### config.mk
export PLATFORM = sky130hd
export DESIGN_NAME = alu_issue_flat
export DESIGN_NICKNAME = d
export VERILOG_FILES = /design/src/rtl/alu_issue_if.sv /design/src/rtl/alu_issue.sv /design/src/flat_wrapper.sv
export SDC_FILE = /design/constraint.sdc
export NUM_CORES = 2
export LEC_CHECK = 0
export CAP_MARGIN = 0
export CORE_MARGIN = 10
export CORE_UTILIZATION = 49
export CTS_CLUSTER_SIZE = 40
export DETAILED_ROUTE_END_ITERATION = 6
export PLACE_DENSITY = 0.65
export SYNTH_ARGS = -nofsm -noshare
export SYNTH_HDL_FRONTEND = slang
export SYNTH_SLANG_ARGS = --single-unit
### constraint.sdc
create_clock -name clk -period 4.7 [get_ports clk]
set_input_delay 0.94 -clock clk [delete_from_list [all_inputs] [get_ports clk]]
set_output_delay 0.94 -clock clk [all_outputs]
set_load 0.05 [all_outputs]
### src/rtl/alu_issue_if.sv
// Purpose: handshake and payload bundle between an instruction source, the
//          issue stage and the ALU, plus the register write-back port.
// Modports:
//   slave  - issue stage: consumes in_*/out_ready/wb_*, drives in_ready/out_*/illegal
//   master - surrounding logic: the mirror image of slave
interface alu_issue_if;
  localparam int unsigned XLEN = 32;
  localparam int unsigned RIDX = 5;

  logic            in_valid;
  logic            in_ready;
  logic [XLEN-1:0] in_instr;
  logic            out_valid;
  logic            out_ready;
  logic [XLEN-1:0] out_x;
  logic [XLEN-1:0] out_y;
  logic [2:0]      out_funct3;
  logic [6:0]      out_funct7;
  logic [RIDX-1:0] out_rd;
  logic            wb_valid;
  logic [RIDX-1:0] wb_rd;
  logic [XLEN-1:0] wb_data;
  logic            illegal;

  modport slave (
    input  in_valid, in_instr, out_ready, wb_valid, wb_rd, wb_data,
    output in_ready, out_valid, out_x, out_y, out_funct3, out_funct7, out_rd, illegal
  );

  modport master (
    output in_valid, in_instr, out_ready, wb_valid, wb_rd, wb_data,
    input  in_ready, out_valid, out_x, out_y, out_funct3, out_funct7, out_rd, illegal
  );
endinterface

### src/rtl/alu_issue.sv
// Purpose: decode RV32I OP / OP-IMM instructions, read operands from a
//          32x32 register file with write-back bypass, track outstanding
//          destinations with a busy scoreboard, and issue a registered ALU
//          operation. Non-issuable instructions are consumed and flagged.
// Ports:
//   clk, rst_n - clock, asynchronous active-low reset
//   bus        - alu_issue_if.slave: instruction in (valid/ready), ALU
//                operation out (valid/ready), write-back, illegal pulse
module alu_issue (
  input logic        clk,
  input logic        rst_n,
  alu_issue_if.slave bus
);
  localparam int unsigned XLEN = 32;
  localparam int unsigned NREG = 32;
  localparam int unsigned RIDX = 5;

  localparam logic [6:0] OPC_OP  = 7'b0110011;
  localparam logic [6:0] OPC_IMM = 7'b0010011;
  localparam logic [6:0] F7_ZERO = 7'b0000000;
  localparam logic [6:0] F7_ALT  = 7'b0100000;

  // Architectural state
  logic [XLEN-1:0] r_rf [NREG];
  logic [NREG-1:0] r_busy;

  // Output operation register
  logic            r_out_valid;
  logic [XLEN-1:0] r_out_x;
  logic [XLEN-1:0] r_out_y;
  logic [2:0]      r_out_funct3;
  logic [6:0]      r_out_funct7;
  logic [RIDX-1:0] r_out_rd;
  logic            r_illegal;

  // Instruction fields
  logic [6:0]      w_opc;
  logic [RIDX-1:0] w_rd;
  logic [2:0]      w_f3;
  logic [RIDX-1:0] w_rs1;
  logic [RIDX-1:0] w_rs2;
  logic [6:0]      w_f7_field;
  logic [XLEN-1:0] w_imm;

  assign w_opc      = bus.in_instr[6:0];
  assign w_rd       = bus.in_instr[11:7];
  assign w_f3       = bus.in_instr[14:12];
  assign w_rs1      = bus.in_instr[19:15];
  assign w_rs2      = bus.in_instr[24:20];
  assign w_f7_field = bus.in_instr[31:25];
  assign w_imm      = {{20{bus.in_instr[31]}}, bus.in_instr[31:20]};

  // Decode: legality, operand-y source and emitted funct7
  logic       w_is_op;
  logic       w_legal;
  logic [6:0] w_f7;

  always_comb begin
    w_is_op = 1'b0;
    w_legal = 1'b0;
    w_f7    = F7_ZERO;
    if (w_opc == OPC_OP) begin
      w_is_op = 1'b1;
      w_f7    = w_f7_field;
      w_legal = (w_f7_field == F7_ZERO) ||
                ((w_f7_field == F7_ALT) && ((w_f3 == 3'b000) || (w_f3 == 3'b101)));
    end else if (w_opc == OPC_IMM) begin
      case (w_f3)
        3'b001:  w_legal = (w_f7_field == F7_ZERO);
        3'b101: begin
          w_legal = (w_f7_field == F7_ZERO) || (w_f7_field == F7_ALT);
          w_f7    = w_f7_field;
        end
        default: w_legal = 1'b1;
      endcase
    end
  end

  // A write-back in flight frees its register this cycle
  logic [NREG-1:0] w_clr;
  logic [NREG-1:0] w_set;
  logic [NREG-1:0] w_busy_eff;

  always_comb begin
    w_clr = '0;
    if (bus.wb_valid) w_clr[bus.wb_rd] = 1'b1;
  end

  assign w_busy_eff = r_busy & ~w_clr;

  // Operand read with same-cycle write-back bypass; x0 is hard zero
  logic [XLEN-1:0] w_rs1_val;
  logic [XLEN-1:0] w_rs2_val;
  logic [XLEN-1:0] w_y;

  always_comb begin
    if (w_rs1 == '0)                             w_rs1_val = '0;
    else if (bus.wb_valid && (bus.wb_rd == w_rs1)) w_rs1_val = bus.wb_data;
    else                                         w_rs1_val = r_rf[w_rs1];
  end

  always_comb begin
    if (w_rs2 == '0)                             w_rs2_val = '0;
    else if (bus.wb_valid && (bus.wb_rd == w_rs2)) w_rs2_val = bus.wb_data;
    else                                         w_rs2_val = r_rf[w_rs2];
  end

  assign w_y = w_is_op ? w_rs2_val : w_imm;

  // Illegal instructions only wait for output space, never for the scoreboard
  logic w_stall;
  logic w_space;
  logic w_in_ready;
  logic w_accept;
  logic w_issue;

  assign w_stall    = w_legal && (w_busy_eff[w_rs1] ||
                                  (w_is_op && w_busy_eff[w_rs2]) ||
                                  w_busy_eff[w_rd]);
  assign w_space    = !r_out_valid || bus.out_ready;
  assign w_in_ready = rst_n && !w_stall && w_space;
  assign w_accept   = bus.in_valid && w_in_ready;
  assign w_issue    = w_accept && w_legal;

  always_comb begin
    w_set = '0;
    if (w_issue && (w_rd != '0)) w_set[w_rd] = 1'b1;
  end

  // Output operation register
  always_ff @(posedge clk or negedge rst_n) begin
    if (!rst_n) begin
      r_out_valid  <= 1'b0;
      r_out_x      <= '0;
      r_out_y      <= '0;
      r_out_funct3 <= '0;
      r_out_funct7 <= '0;
      r_out_rd     <= '0;
      r_illegal    <= 1'b0;
    end else begin
      r_illegal <= w_accept && !w_legal;
      if (w_issue) begin
        r_out_valid  <= 1'b1;
        r_out_x      <= w_rs1_val;
        r_out_y      <= w_y;
        r_out_funct3 <= w_f3;
        r_out_funct7 <= w_f7;
        r_out_rd     <= w_rd;
      end else if (bus.out_ready) begin
        r_out_valid  <= 1'b0;
      end
    end
  end

  // Scoreboard: issue set takes priority over a same-cycle write-back clear
  always_ff @(posedge clk or negedge rst_n) begin
    if (!rst_n) r_busy <= '0;
    else        r_busy <= (r_busy & ~w_clr) | w_set;
  end

  // Register file
  always_ff @(posedge clk or negedge rst_n) begin
    if (!rst_n) begin
      for (int i = 0; i < int'(NREG); i++) r_rf[i] <= '0;
    end else if (bus.wb_valid && (bus.wb_rd != '0)) begin
      r_rf[bus.wb_rd] <= bus.wb_data;
    end
  end

  assign bus.in_ready   = w_in_ready;
  assign bus.out_valid  = r_out_valid;
  assign bus.out_x      = r_out_x;
  assign bus.out_y      = r_out_y;
  assign bus.out_funct3 = r_out_funct3;
  assign bus.out_funct7 = r_out_funct7;
  assign bus.out_rd     = r_out_rd;
  assign bus.illegal    = r_illegal;
endmodule

### src/flat_wrapper.sv
// flat-port wrapper written by rule: the top's interface ports become plain ports
module alu_issue_flat 
  (clk, rst_n, bus_in_valid, bus_in_instr, bus_out_ready, bus_wb_valid, bus_wb_rd, bus_wb_data, bus_in_ready, bus_out_valid, bus_out_x, bus_out_y, bus_out_funct3, bus_out_funct7, bus_out_rd, bus_illegal);
  alu_issue_if bus_i ();
  input logic clk;
  input logic rst_n;
  input wire logic [$bits(bus_i.in_valid)-1:0] bus_in_valid;
  input wire logic [$bits(bus_i.in_instr)-1:0] bus_in_instr;
  input wire logic [$bits(bus_i.out_ready)-1:0] bus_out_ready;
  input wire logic [$bits(bus_i.wb_valid)-1:0] bus_wb_valid;
  input wire logic [$bits(bus_i.wb_rd)-1:0] bus_wb_rd;
  input wire logic [$bits(bus_i.wb_data)-1:0] bus_wb_data;
  output wire logic [$bits(bus_i.in_ready)-1:0] bus_in_ready;
  output wire logic [$bits(bus_i.out_valid)-1:0] bus_out_valid;
  output wire logic [$bits(bus_i.out_x)-1:0] bus_out_x;
  output wire logic [$bits(bus_i.out_y)-1:0] bus_out_y;
  output wire logic [$bits(bus_i.out_funct3)-1:0] bus_out_funct3;
  output wire logic [$bits(bus_i.out_funct7)-1:0] bus_out_funct7;
  output wire logic [$bits(bus_i.out_rd)-1:0] bus_out_rd;
  output wire logic [$bits(bus_i.illegal)-1:0] bus_illegal;
  assign bus_i.in_valid = bus_in_valid;
  assign bus_i.in_instr = bus_in_instr;
  assign bus_i.out_ready = bus_out_ready;
  assign bus_i.wb_valid = bus_wb_valid;
  assign bus_i.wb_rd = bus_wb_rd;
  assign bus_i.wb_data = bus_wb_data;
  assign bus_in_ready = bus_i.in_ready;
  assign bus_out_valid = bus_i.out_valid;
  assign bus_out_x = bus_i.out_x;
  assign bus_out_y = bus_i.out_y;
  assign bus_out_funct3 = bus_i.out_funct3;
  assign bus_out_funct7 = bus_i.out_funct7;
  assign bus_out_rd = bus_i.out_rd;
  assign bus_illegal = bus_i.illegal;
  alu_issue u_core (.clk(clk), .rst_n(rst_n), .bus(bus_i));
endmodule
Yosys cells after proc, flatten, opt, wreduce, memory -nomap -nowiden
Index checks and enable logic that the tools add are counted.
{"block": "totals", "reg_bits": 1137, "word_cells": 129, "input_bits": 74, "out_inout_bits": 82}
{"block": "classes", "n_reduce_logical": 31, "n_mux": 35, "n_lt_le_gt_ge": 10, "bitwise_logic": 6, "n_eq_ne": 7}
{"operator": "1024-bit bitwise mux", "count": 1}
{"operator": "32-bit two-way mux", "count": 12}
{"operator": "32-bit binary-select mux with 5-bit select", "count": 2}
{"operator": "32-bit demux with 5-bit select", "count": 1}
{"operator": "32-bit AND", "count": 1}
{"operator": "32-bit inverter", "count": 1}
{"operator": "32-bit bitwise OR", "count": 1}
{"operator": "5-bit by 6-bit less-than comparator with 1-bit output, second input constant", "count": 4}
{"operator": "7-bit two-way mux", "count": 3}
{"operator": "6-bit >= comparator, second input constant", "count": 3}
{"operator": "5-bit inverter with 6-bit output", "count": 3}
{"operator": "1-bit binary-select mux with 5-bit select", "count": 3}
{"operator": "1-bit logical AND", "count": 15}
{"operator": "7-bit by 6-bit == test with 1-bit output, second input constant", "count": 2}
{"operator": "1-bit demux with 5-bit select", "count": 2}
{"operator": "5-bit == test", "count": 2}
{"operator": "5-bit by 1-bit >= comparator with 1-bit output, second input constant", "count": 2}
{"operator": "5-bit logical NOT", "count": 2}
{"operator": "1-bit two-way mux", "count": 10}
{"operator": "5-bit nonzero test", "count": 2}
{"operator": "7-bit by 5-bit == test with 1-bit output, second input constant", "count": 1}
{"operator": "7-bit logical NOT", "count": 1}
{"operator": "1-bit logical OR", "count": 6}
{"operator": "6-bit by 1-bit less-than comparator with 1-bit output, second input constant", "count": 1}
{"operator": "other kinds (6)", "count": 8}

Longest topological paths before layout
{"block": "depth", "depth_word": 21, "ltp_mapped": 12, "mapped_depth_nobuf": 8}

Worst setup path after synthesis
OpenSTA, ideal clock, no wires.
{"block": "synth_path", "kind": "input-to-output", "from": "input bus_wb_rd[1]", "to": "output bus_in_ready", "arrival_ns": 3.641, "path_stages": 10, "path_buffers": 2, "slack_ns": 0.119, "required_ns": 3.760, "cell_sequence": "buf_2 > nand2b_1 > buf_2 > nor2_1 > nor4b_1 > a2111oi_0 > a2111o_1 > o2111ai_4 > or2_2 > a21oi_1"}
{"block": "synth_via", "elab_chain_len": 16, "elab_cells_between_ends": 21, "classes_between": "order compare (2); mux (9); bitwise (2); reduce/logical (8)"}
{"item": "start: declaration", "line_no": "flat_wrapper.sv:11", "source": "input wire logic [$bits(bus_i.wb_rd)-1:0] bus_wb_rd;"}
{"item": "5-bit by 6-bit less-than comparator with 1-bit output (implied by the code) or 5-bit by 1-bit >= comparator with 1-bit output (tied branches)", "line_no": "alu_issue.sv:86", "source": "if (bus.wb_valid) w_clr[bus.wb_rd] = 1'b1;"}
{"item": "1-bit logical AND (implied by the code)", "line_no": "alu_issue.sv:86"}
{"item": "1-bit two-way mux (implied by the code)", "line_no": "alu_issue.sv:86"}
{"item": "1-bit demux with 5-bit select *"}
{"item": "32-bit two-way mux *", "line_no": "alu_issue.sv:86"}
{"item": "32-bit inverter *", "line_no": "alu_issue.sv:89", "source": "assign w_busy_eff = r_busy & ~w_clr;"}
{"item": "32-bit AND *", "line_no": "alu_issue.sv:89"}
{"item": "1-bit binary-select mux with 5-bit select", "line_no": "alu_issue.sv:118", "source": "(w_is_op && w_busy_eff[w_rs2]) ||"}
{"item": "1-bit two-way mux (implied by the code)", "line_no": "alu_issue.sv:118"}
{"item": "1-bit logical AND", "line_no": "alu_issue.sv:118"}
{"item": "1-bit logical OR", "line_no": "alu_issue.sv:117", "source": "assign w_stall = w_legal && (w_busy_eff[w_rs1] ||"}
{"item": "1-bit logical OR *", "line_no": "alu_issue.sv:118"}
{"item": "1-bit logical AND *", "line_no": "alu_issue.sv:117"}
{"item": "1-bit logical NOT *", "line_no": "alu_issue.sv:121", "source": "assign w_in_ready = rst_n && !w_stall && w_space;"}
{"item": "1-bit logical AND * (2 in a row)", "line_no": "alu_issue.sv:121"}
{"item": "end: declaration", "line_no": "flat_wrapper.sv:13", "source": "output wire logic [$bits(bus_i.in_ready)-1:0] bus_in_ready;"}
Mark *: on every way between the ends. The rest lies on a longest branch, timed or not. The select of a mux whose other input is x is not followed.

Worst setup path in the final report
{"block": "layout_path", "from": "input bus_wb_rd[2]", "to": "output bus_in_ready"}
The elaborated chain is that of the path after synthesis.

==> flow_summary.ini <==
[global_route]
grt_start_max_net_pins = 162
grt_overflow = 0
grt_pass1_wl_um = 276000
track_usage_pct = 27.0
grt_pass1_vias = 40000
antenna_found_initial = 5

[power]
p_sw_share_pct = 26.5
p_int_mw = 20.5
power_density_mw_per_mm2 = 405
clkPwrFrac_pct = 35.1
p_leak_nw = 29.5
peakVddDrop_mv = 0.319
p_seq_share_pct = 45.5
combPwrFrac_pct = 19.4
switchingPower_mw = 7.37

[run]
maxCapViolCount = 0

[drt]
ant_nets = 0
routed_wl_um = 187000
drc = 0
via_count = 39200
drt_iter0_drc = 4317
dr.pass1.iters = 7
drt-vias-per-instance = 6.67
wire_per_inst_um = 31.7

[run_status]
status = completed

[die]
die_y_um = 371
start_util_pct = 49.4
io_pins = 156
core_area_sq_mm = 0.122
num_rows = 128
die_w_um = 371
die_area_sq_mm = 0.138

[finish]
ff_latch_area_sq_mm = 0.0285
stdcell_count = 5878
area_growth_pct = 13.6
fillers = 9762
layout-drive-gt1-share_pct = 48.0
final_core_util_pct = 56.2
multi_input_area_sq_mm = 0.0305
nNetsFinal = 4233

[logic_synthesis]
synth-xor-area-share_pct = 0.159
synth_compound_area_share_pct = 2.57
synth_top_family_by_area = multiplexers
yosysWarnings = 0
muxShareOfSynthArea_pct = 42.1
synth_cells = 4120
syn_area_sq_mm = 0.0604
syn_area_per_cell_sq_um = 14.7
synth_edf_count = 0
synth-simple-area-share_pct = 5.10
ys_seq_area_share_pct = 47.1
synthAdderAreaFrac_pct = 0
synth_async_sr_flop_share_pct = 100
ys_ff_latch = 1137
synthFlopType = dfrtp_1
netlist-cell-type-count = 75
syn_nets = 4194

[timing]
fmax_mhz = 217
slew_violations = 0
final-setup-viol-count = 0
rsz0062_at_grt = false
hold_viol = 0
relSlewSlack_pct = 16.9
tightestPinTransition_ps = 1240
fin_skew_ps = 33.7
period_share_pct = 97.9
fin_crit_ps = 4600

[critical_path]
r2r_cells = 11
required_ps = 3760
critPathBufInv = 3
rrSetupSlack_ps = 1710
worstPathArrival_ps = 3660
cp-end-kind = output pin
timing.rr.end = u_core.bus.out_x[21]
start_kind = input port
r2r-start = u_core.r_busy[22]
criticalPathCategory = input port to output pin
path_cells = clkdlybuf4s50_1 -> or4b_4 -> buf_4 -> nor2_4 -> o22ai_1 -> a32oi_1 -> and4_1 -> o2111ai_4 -> or2_4 -> a21oi_4 -> buf_12
crit_family = simple AND/OR/NAND/NOR gates
max_stage_delay_ps = 610
crit_slowest_cell = or4b_4
cp_max_fo = 3

[clock_network]
numCtsBuffers = 121
cts_hold_buf = 0
clock-sinks = 1137
htreeDepth = 3
path_clk_slew_ps = 60
cts_tree = done
clk-insertion-delay-late_ps = 750
cts_max_path_buffers = 3
cts_root_buffer = clkbuf_16

[place]
placed_cells = 5658
io_buffer_count = 155
dpl.hpwl_um = 102000
place_congestion = 0.925

[worst_hold_path]
hold_path.class = input port to async pin
-- stage by stage --
step	worst slack (ps)	setup TNS, ps	instance area (sq um)	hold slack [ps]	power [mW]
2_1_floorplan	119	0	60400	441	16.5
3_3_place_gp	-216	-216	64500	376	17.9
3_5_place_dp	-164	-164	64500	382	18.2
4_1_cts	1.58	0	68600	136	28.0
5_1_grt	34.9	0	68600	182	28.9
6_report	98.7	0	68600	155	27.8
-- worst max path at each step --
stage	from	to	slack [ps]	depth (start not counted)
6_report	bus_wb_rd[2]	bus_in_ready	100	11
5_1_grt	bus_wb_rd[2]	bus_in_ready	30	11
4_1_cts	bus_wb_rd[3]	bus_in_ready	2	11
3_5_place_dp	bus_wb_valid	bus_in_ready	-160	10
3_3_place_gp	bus_wb_rd[2]	bus_in_ready	-220	10
2_1_floorplan	bus_wb_rd[1]	bus_in_ready	120	10
-- sequential cells by signal, indices dropped and copies added, names as in the netlist --
| register | cells |
|---|---|
| u_core.bus.illegal | 1 |
| u_core.bus.out_funct3 | 3 |
| u_core.bus.out_funct7 | 7 |
| u_core.bus.out_rd | 5 |
| u_core.bus.out_valid | 1 |
| u_core.bus.out_x | 32 |
| u_core.bus.out_y | 32 |
| u_core.r_busy | 32 |
| u_core.r_rf | 1024 |
-- power by group through the flow --
stage / Sequential, mW / Clock (mW) / Combinational, mW
2_1_floorplan: 12.4 / 0 / 4.10
3_3_place_gp: 12.7 / 0 / 5.27
3_5_place_dp: 12.8 / 0 / 5.38
4_1_cts: 12.6 / 9.94 / 5.41
5_1_grt: 12.9 / 10.3 / 5.76
6_report: 12.7 / 9.77 / 5.39
-- cells in the final DEF, fill, tap and decap left out, types with 25 or more instances in the layout --
| master | netlist | layout |
|---|---|---|
| nor2b_1 | 38 | 37 |
| o21ai_0 | 40 | 36 |
| clkdlybuf4s50_1 | 0 | 139 |
| a211oi_1 | 59 | 59 |
| nor2_1 | 65 | 47 |
| dfrtp_1 | 1137 | 1137 |
| mux4_2 | 624 | 624 |
| clkbuf_1 | 333 | 25 |
| a21oi_1 | 35 | 34 |
| mux2i_1 | 42 | 42 |
| buf_12 | 0 | 36 |
| mux2_2 | 936 | 936 |
| mux2_1 | 38 | 38 |
| clkbuf_8 | 0 | 27 |
| nand3_1 | 92 | 91 |
| nand2_1 | 350 | 336 |
| buf_4 | 2 | 173 |
| clkbuf_16 | 0 | 123 |
-- layout make-up --
class / instances / share of cell area [%]
antenna: 2 / 0.00729
clock inverter: 40 / 0.675
inverter: 6 / 0.0365
multi-input combinational: 2526 / 44.4
sequential: 1137 / 41.5
timing repair buffer: 367 / 5.27
tap: 1625 / 2.96
clock buffer: 175 / 5.16
-- kinds of logic after synthesis --
logic type             after synthesis
AO/OA/AOI/OAI                      224
flip-flops                        1137
XOR/XNOR                            11
multiplexers                      1640
AND/OR/NAND/NOR                    651
buffers and inverters              457
-- cells in the mapped netlist, types with 5 or more instances --
cell	instances	area, sq um
and3_1	5	31.3
nor3b_1	6	45.0
mux2_2	936	10500
nor2_1	65	244
o21ai_1	7	35.0
o21ai_0	40	200
a22oi_1	10	75.1
nand2b_1	19	119
a211oi_1	59	443
mux4_2	624	14100
mux2i_1	42	420
nor3_1	13	65.1
dfrtp_1	1137	28500
nor4_1	6	37.5
nor2b_1	38	238
buf_1	80	300
nand3_1	92	460
a21oi_1	35	175
o211ai_1	12	90.1
xor2_1	9	78.8
o22ai_1	10	62.6
a22o_1	9	78.8
mux2_1	38	428
nand2_1	350	1310
clkbuf_1	333	1250
and2_1	11	68.8
buf_2	32	160
a31oi_1	6	37.5
nand4_1	7	43.8
-- layer usage --
| layer | wire length (um) | GRT usage (%) |
|---|---|---|
| met4 | 6300 | 8.69 |
| met2 | 87400 | 42.3 |
| met5 | 21 | 0 |
| met3 | 14800 | 4.67 |
| met1 | 78000 | 38.4 |
-- what timing repair did --
item                                   CTS  global route
setup buffers                            2             0
endpoints found under the hold margin    0             0
cloned                                   1             0
pin swaps                                4             6
resized for setup                       15            12
setup endpoints to repair                1             1
(Power assumes the default switching activity.)
